==> config.mk <==
export PLATFORM = sky130hd
export DESIGN_NAME = button_color_reader
export DESIGN_NICKNAME = d
export VERILOG_FILES = /design/src/rtl/button_color_reader.sv
export SDC_FILE = /design/constraint.sdc
export NUM_CORES = 1
export LEC_CHECK = 0
export CAP_MARGIN = 20
export CORE_ASPECT_RATIO = 0.7
export CORE_MARGIN = 2
export CORE_UTILIZATION = 45
export CTS_CLUSTER_DIAMETER = 100
export DETAILED_ROUTE_END_ITERATION = 6
export GPL_ROUTABILITY_DRIVEN = 1
export HOLD_SLACK_MARGIN = 0.15
export MAX_ROUTING_LAYER = met4
export SYNTH_ARGS = -nofsm -noshare
export SYNTH_HDL_FRONTEND = slang
export SYNTH_SLANG_ARGS = --single-unit
==> constraint.sdc <==
create_clock -name hw_clk -period 2 [get_ports hw_clk]
set_clock_uncertainty 0.2 [all_clocks]
set_input_delay 0.4 -clock hw_clk [delete_from_list [all_inputs] [get_ports hw_clk]]
set_output_delay 0.4 -clock hw_clk [all_outputs]
set_load 0.01 [all_outputs]
==> src/rtl/button_color_reader.sv <==
// button_color_reader: debounced push button stepping through LED color codes.
// Define LONG_PRESS_EN to advance on release and turn the LED off on a long hold.
module button_color_reader #(
  parameter int DEBOUNCE_CYCLES   = 240000,
  parameter int LONG_PRESS_CYCLES = 12000000
) (
  input  logic       hw_clk,
  input  logic       hw_rst_n,
  input  logic       btn_n,
  output logic [2:0] color_select,
  output logic       color_valid,
  output logic       btn_pressed,
  output logic       long_press
);
  localparam int DW = $clog2(DEBOUNCE_CYCLES) + 1;
  typedef enum logic [1:0] {IDLE, DB_PRESS, HELD, DB_RELEASE} state_t;
  state_t state_q, state_d;
  logic [1:0] sync_q;
  logic [DW-1:0] cnt_q, cnt_d;
  logic [2:0] color_q, color_d;
  logic valid_q, valid_d, pressed_q, pressed_d;
  logic s_press, press_entry, release_exit;
  // sync flops hold the inverted level so their reset value means released
  assign s_press = sync_q[1];
  assign press_entry = (state_q == DB_PRESS) && (state_d == HELD);
  assign release_exit = (state_q == DB_RELEASE) && (state_d == IDLE);
`ifdef LONG_PRESS_EN
  localparam int HW = $clog2(LONG_PRESS_CYCLES) + 1;
  logic [HW-1:0] hold_q, hold_d;
  logic lp_q, lp_d, adv;
  always_ff @(posedge hw_clk or negedge hw_rst_n)
    if (!hw_rst_n) begin
      hold_q <= '0;
      lp_q   <= 1'b0;
    end else begin
      hold_q <= hold_d;
      lp_q   <= lp_d;
    end
  always_comb
    hold_d = press_entry ? '0 :
             (state_q == HELD && hold_q != HW'(LONG_PRESS_CYCLES)) ? hold_q + HW'(1) : hold_q;
  assign long_press = lp_q;
`else
  assign long_press = 1'b0;
`endif
  always_ff @(posedge hw_clk or negedge hw_rst_n)
    if (!hw_rst_n) begin
      sync_q    <= 2'b00;
      state_q   <= IDLE;
      cnt_q     <= '0;
      color_q   <= 3'b110;
      valid_q   <= 1'b0;
      pressed_q <= 1'b0;
    end else begin
      sync_q    <= {sync_q[0], ~btn_n};
      state_q   <= state_d;
      cnt_q     <= cnt_d;
      color_q   <= color_d;
      valid_q   <= valid_d;
      pressed_q <= pressed_d;
    end
  always_comb begin
    state_d = state_q;
    cnt_d   = cnt_q;
    case (state_q)
      IDLE: if (s_press) begin
        state_d = DB_PRESS;
        cnt_d   = '0;
      end
      DB_PRESS: if (!s_press) state_d = IDLE;
        else if (cnt_q == DW'(DEBOUNCE_CYCLES - 1)) state_d = HELD;
        else cnt_d = cnt_q + DW'(1);
      HELD: if (!s_press) begin
        state_d = DB_RELEASE;
        cnt_d   = '0;
      end
      default: if (s_press) state_d = HELD;
        else if (cnt_q == DW'(DEBOUNCE_CYCLES - 1)) state_d = IDLE;
        else cnt_d = cnt_q + DW'(1);
    endcase
  end
  always_comb begin
    pressed_d = press_entry ? 1'b1 : release_exit ? 1'b0 : pressed_q;
`ifdef LONG_PRESS_EN
    lp_d    = (state_q == HELD) && (hold_q == HW'(LONG_PRESS_CYCLES - 1));
    adv     = release_exit && (hold_q < HW'(LONG_PRESS_CYCLES));
    color_d = lp_d ? 3'b110 : adv ? color_q + 3'd1 : color_q;
    valid_d = lp_d | adv;
`else
    color_d = press_entry ? color_q + 3'd1 : color_q;
    valid_d = press_entry;
`endif
  end
  assign color_select = color_q;
  assign color_valid  = valid_q;
  assign btn_pressed  = pressed_q;
endmodule

==> flow_summary.ini, run 1 <==
[yosys]
yosys-top-cells-area = dfrtp_1 42%, o21ai_0 5.8%, dfstp_2 3.4%
syn_avg_cell_area_um2 = 9.70
synth_ff_type = dfrtp_1
ys_top_cells_by_count = 26 x dfrtp_1, 18 x o21ai_0, 12 x nand2_1
synth_top_area_share_pct = 42.2
yosysUniqueCellTypes = 42
ys_warn_count = 0
async_flop_share_pct = 100
synth.cell_area_um2 = 1540
synth_seq_cells = 28
synth_most_common_cell = dfrtp_1
syn_nets = 164
yosysTopAreaCell = dfrtp_1
syn-instance-count = 159
ys_seq_area_share_pct = 45.6
synth_edf_count = 0

[clocking]
cts_root_buf = clkbuf_8
numCtsBuffers = 3
clk_path_buf_depth = 2
cts_tree = built
clkLatencyLatePin_ps = 280
numClockSinks = 28
htree_num_levels = 1
cts_hold_buf = 0
path_clk_slew_ps = 100

[power_and_ir_drop]
power.net_switching_mw = 0.265
combPwrFrac_pct = 8.8
p_sw_share_pct = 22.8
finalPower_mw = 1.17
pwr-share-seq_pct = 52.7
p_leak_nw = 0.809
p_per_area_nw_per_um2 = 616
peakVddDrop_v = 0.000333
internal_power_mw = 0.900
clock_power_share_pct = 38.5

[placement]
pre_cts_slack_ps = 58.9
io_buffers = 7
dpl_cell_area_um2 = 1740
gp_congestion = 0.834
post-dp-hpwl_mm = 2.33

[critical_path]
reg2reg_to = color_select[1]
cp-endpoint = color_select[1]
path_class = flip-flop to flip-flop
cp-end-kind = flip-flop
cp_data_required_time_ps = 2020
path_max_fanout = 5
crit_arrival_ps = 1920
ff2ff_path_depth = 5
crit_start = cnt_q[1]
r2r_setup_slack_ps = 90
start_kind = flip-flop
timing.rr.start = cnt_q[1]

[layout]
final_nets = 190
antenna_cells = 0
fin_area_um2 = 1890
drive_gt1_share_pct = 24.5
syn_to_final_growth_pct = 22.5

[sta]
hold_viol_final = 0
setup_violations = 0
fin_setup_tns_ps = 0
slew_viol_final = 0
timing.final.ws_setup_ps = 92.6
post-route-period-util_pct = 95.4
fmax_ghz = 0.524
fin_hold_ws_ps = 157
min_period_ps = 1910

[detailed_routing]
post_drt_wl_per_cell_um = 14.9
dr.first_iter.drc_count = 79
route.detailed.drc = 0
totalWireLength_mm = 3.45
routed-via-count = 1303
drtAntennaViolNets = 0
dr.pass1.iters = 4
vias_per_cell = 5.64

[global_routing]
grt_pass1_vias = 1177
grt_max_degree = 29
grt_pass1_wl_mm = 5.59
antenna_found_initial = 0
track_usage_pct = 19.5
grt-ovfl-total = 0

[floorplan]
die_y_um = 53.0
rows = 17
dieWidth_um = 74.0
io_pins = 9
die_area_um2 = 3920
initial_core_util_pct = 48.0
core-area_um2 = 3210

[run]
drv_cap = 0

[worst_hold_path]
hold_class = flip-flop to flip-flop

[run_status]
status = finished clean
how the worst min path moves through the flow:
stage	depth (start not counted)	to	start	slack, ps
2_1_floorplan	0	btn_pressed	hw_rst_n	-100
3_3_place_gp	0	sync_q[1]	sync_q[0]	130
3_5_place_dp	0	sync_q[1]	sync_q[0]	140
4_1_cts	0	sync_q[1]	sync_q[0]	160
5_1_grt	0	sync_q[1]	sync_q[0]	170
6_report	0	sync_q[1]	sync_q[0]	160
layout make-up:
class                   instances  area (µm²)
flip-flops and latches         28         703
clock buffers                   3        41.3
clock inverters                 1        30.0
well taps                      47        58.8
inverters                       7        26.3
fillers                       277        1320
repair buffers                 29         240
multi-input cells             116         791
metal layers:
layer	part of all wire, %	vias up	GRT usage (%)
met5	0	-	-
met4	0.55	0	5.15
met3	5.0	2	4.00
met2	44	29	28.6
met1	50	638	27.5
li1	-	634	-
metrics by stage:
stage / std cells / util, %
after detailed placement: 222 / 54.2
final: 231 / 58.9
after floorplan: 159 / -
after global routing: 231 / 58.9
after global placement: 222 / 54.2
after CTS: 226 / 56.4
kinds of logic after synthesis:
logic type	count (synthesis)	share of synthesized area [%]
compound gates	47	19.5
xor+xnor	3	1.70
other cells	1	0.243
fa+ha+maj	2	1.62
simple gates	61	24.2
mux	2	1.70
buf+inv	15	5.51
flops	28	45.6
state kept, by name, indices dropped and copies added (netlist names):
register / cells
cnt_q: 19
color_select: 3
state_q: 2
sync_q: 2
btn_pressed: 1
color_valid: 1
power by group through the flow:
stage / sequential [mW] / combinational, mW / clock, mW
finish: 0.614 / 0.103 / 0.448
detailed placement: 0.619 / 0.0933 / 0
floorplan: 0.615 / 0.0535 / 0
global route: 0.618 / 0.117 / 0.483
global placement: 0.618 / 0.0907 / 0
CTS: 0.608 / 0.0935 / 0.460
cell usage in the layout (no fill, tap or decap), types with 2 or more instances in the layout:
master and n:
a21o_1 2, o41ai_1 4, nor3_1 5, nand4_1 5, dlymetal6s2s_1 2, and3_2 2
dfrtp_1 26, nor2_1 11, a31oi_1 5, a21oi_1 8, inv_1 7, nand2_1 12
xnor2_1 2, dfstp_2 2, or3_1 2, clkbuf_8 3, nor4_1 2, buf_4 22
clkdlybuf4s50_1 5, o21ai_0 18, nand3_2 2, nand3_1 7, o31ai_1 7
what timing repair did:
item,CTS,global route
resized for setup,0,8
setup buffers,0,5
endpoints found under the setup margin,0,13
worst max-delay path, cell delays in order (launching register included):
cell,delay [ps]
dfrtp_1,440
ha_4,180
and3_2,230
nand2b_4,110
nor4_4,360
mux2_4,330
Power figures use the tool's default switching activity.
==> run 2, diff against run 1 <==
--- a/config.mk
+++ b/config.mk
@@ -10,9 +10,10 @@
 export CORE_MARGIN = 2
 export CORE_UTILIZATION = 45
 export CTS_CLUSTER_DIAMETER = 100
+export CTS_CLUSTER_SIZE = 14
 export DETAILED_ROUTE_END_ITERATION = 6
 export GPL_ROUTABILITY_DRIVEN = 1
-export HOLD_SLACK_MARGIN = 0.15
+export HOLD_SLACK_MARGIN = 0.06
 export MAX_ROUTING_LAYER = met4
 export SYNTH_ARGS = -nofsm -noshare
 export SYNTH_HDL_FRONTEND = slang
==> results of run 2 <==
No change in the layout: final DEF, timing and power equal those of run 1.
==> run 3, diff against run 2 <==
--- a/config.mk
+++ b/config.mk
@@ -14,7 +14,6 @@
 export DETAILED_ROUTE_END_ITERATION = 6
 export GPL_ROUTABILITY_DRIVEN = 1
 export HOLD_SLACK_MARGIN = 0.06
-export MAX_ROUTING_LAYER = met4
 export SYNTH_ARGS = -nofsm -noshare
 export SYNTH_HDL_FRONTEND = slang
 export SYNTH_SLANG_ARGS = --single-unit
==> flow_summary.ini, run 3 (same netlist as run 1, synthesis figures left out) <==
[detailed_routing]
top_layer = met4
post_drt_wl_per_cell_um = 14.8
drtAntennaViolNets = 0
dr.pass1.iters = 4
dr_wl_met3_um = 214
met1_length_mm = 1.65
routed-via-count = 1324
totalWireLength_mm = 3.42
dr.first_iter.drc_count = 104
vias_per_cell = 5.73
wl_met2_mm = 1.52
route.detailed.drc = 0

[sta]
slew_viol_final = 0
fin_hold_ws_ps = 157
timing.final.ws_setup_ps = 89.4
post-route-period-util_pct = 95.5
hold_viol_final = 0
min_period_ps = 1910
fmax_ghz = 0.523
setup_violations = 0

[worst_hold_path]
worstHoldEndpoint = sync_q[1]
hold_depth = 0
hold_class = flip-flop to flip-flop
min_from = sync_q[0]

[critical_path]
max_stage_delay_ps = 440
crit_family = simple AND/OR/NAND/NOR gates
r2r_setup_slack_ps = 90
worst-path-buf-inv = 0
cp_data_required_time_ps = 2010
ff2ff_path_depth = 5
reg2reg_to = color_select[1]
timing.rr.start = cnt_q[1]
cp-end-kind = flip-flop
path_max_fanout = 5
path_class = flip-flop to flip-flop
slowest_stage = dfrtp_1
cp_cell_sequence = ha_4 -> and3_2 -> nand2b_4 -> nor4_4 -> mux2_4
start_kind = flip-flop
crit_start = cnt_q[1]
crit_arrival_ps = 1930

[layout]
largest_reg_flops = 19
syn_to_final_growth_pct = 22.5
final_nets = 190
antenna_cells = 0
layout_commonest_cell = dfrtp_1
regMostFlops = cnt_q
fin_area_um2 = 1890
drive_gt1_share_pct = 24.5
most-common-layout-cells = 26 x dfrtp_1, 22 x buf_4, 18 x o21ai_0

[clocking]
numClockSinks = 28
cts_hold_buf = 0
cts_root_buf = clkbuf_8
clkLatencyLatePin_ps = 280
path_clk_slew_ps = 100
numCtsBuffers = 3
clk_path_buf_depth = 2
cts_tree = built
htree_num_levels = 1

[placement]
post-dp-hpwl_mm = 2.33
dpl_cell_area_um2 = 1740
pre_cts_slack_ps = 58.9
gp_congestion = 0.822
io_buffers = 7

[global_routing]
grt_max_degree = 29
grt_pass1_wl_mm = 5.58
grt_pass1_vias = 1179
grt-ovfl-total = 0
antenna_found_initial = 0
track_usage_pct = 18.9

[floorplan]
die_y_um = 53.0
dieWidth_um = 74.0
core-area_um2 = 3210
initial_core_util_pct = 48.0
io_pins = 9
rows = 17
die_area_um2 = 3920

[power_and_ir_drop]
p_leak_nw = 0.809
peakVddDrop_v = 0.000333
p_per_area_nw_per_um2 = 615

[run_status]
status = finished clean

[run]
drv_cap = 0
## run 3: cell counts in the layout (fill, tap and decap cells not counted)
No cell type changed its count.
## run 3: area by class of cell
| cell class | count | area [µm²] |
|---|---|---|
| inverters | 7 | 26.3 |
| well taps | 47 | 58.8 |
| flip-flops and latches | 28 | 703 |
| clock inverters | 1 | 30.0 |
| multi-input cells | 116 | 791 |
| clock buffers | 3 | 41.3 |
| repair buffers | 29 | 240 |
| fillers | 277 | 1320 |
## run 3: report_power, final
group | internal [mW] | switching (mW)
clock network | 0.268 | 0.178
registers | 0.585 | 0.0295
logic | 0.0469 | 0.0554
## run 3: routing by layer
metal	track usage, %	vias to the layer above
met3	4.00	4
li1	-	633
met4	5.15	0
met5	0	-
met2	28.6	43
met1	27.3	644
## run 3: repair_timing
action	4_1_cts	5_1_grt
endpoints found under the setup margin	0	13
setup buffers	0	5
gates resized for setup	0	8
## run 3: through the flow
step	power, mW	TNS, ps	utilization, %	cells
after global placement	0.709	0	54.2	222
after floorplan	0.668	0	-	159
after global routing	1.22	-22.3	58.9	231
after detailed placement	0.712	0	54.2	222
after CTS	1.16	0	56.4	226
final	1.16	0	58.9	231
## run 3: worst register-to-register path, stage by stage (launching register included)
cell and delay, ps:
dfrtp_1 440, ha_4 180, and3_2 230, nand2b_4 110, nor4_4 360, mux2_4 330
## run 3: worst max path at each step
stage,to,slack [ps],depth (start not counted)
3_5_place_dp,cnt_q[18],60,6
3_3_place_gp,cnt_q[7],90,6
4_1_cts,color_select[1],10,1
6_report,color_select[1],90,5
2_1_floorplan,cnt_q[18],150,7
5_1_grt,cnt_q[11],-10,5
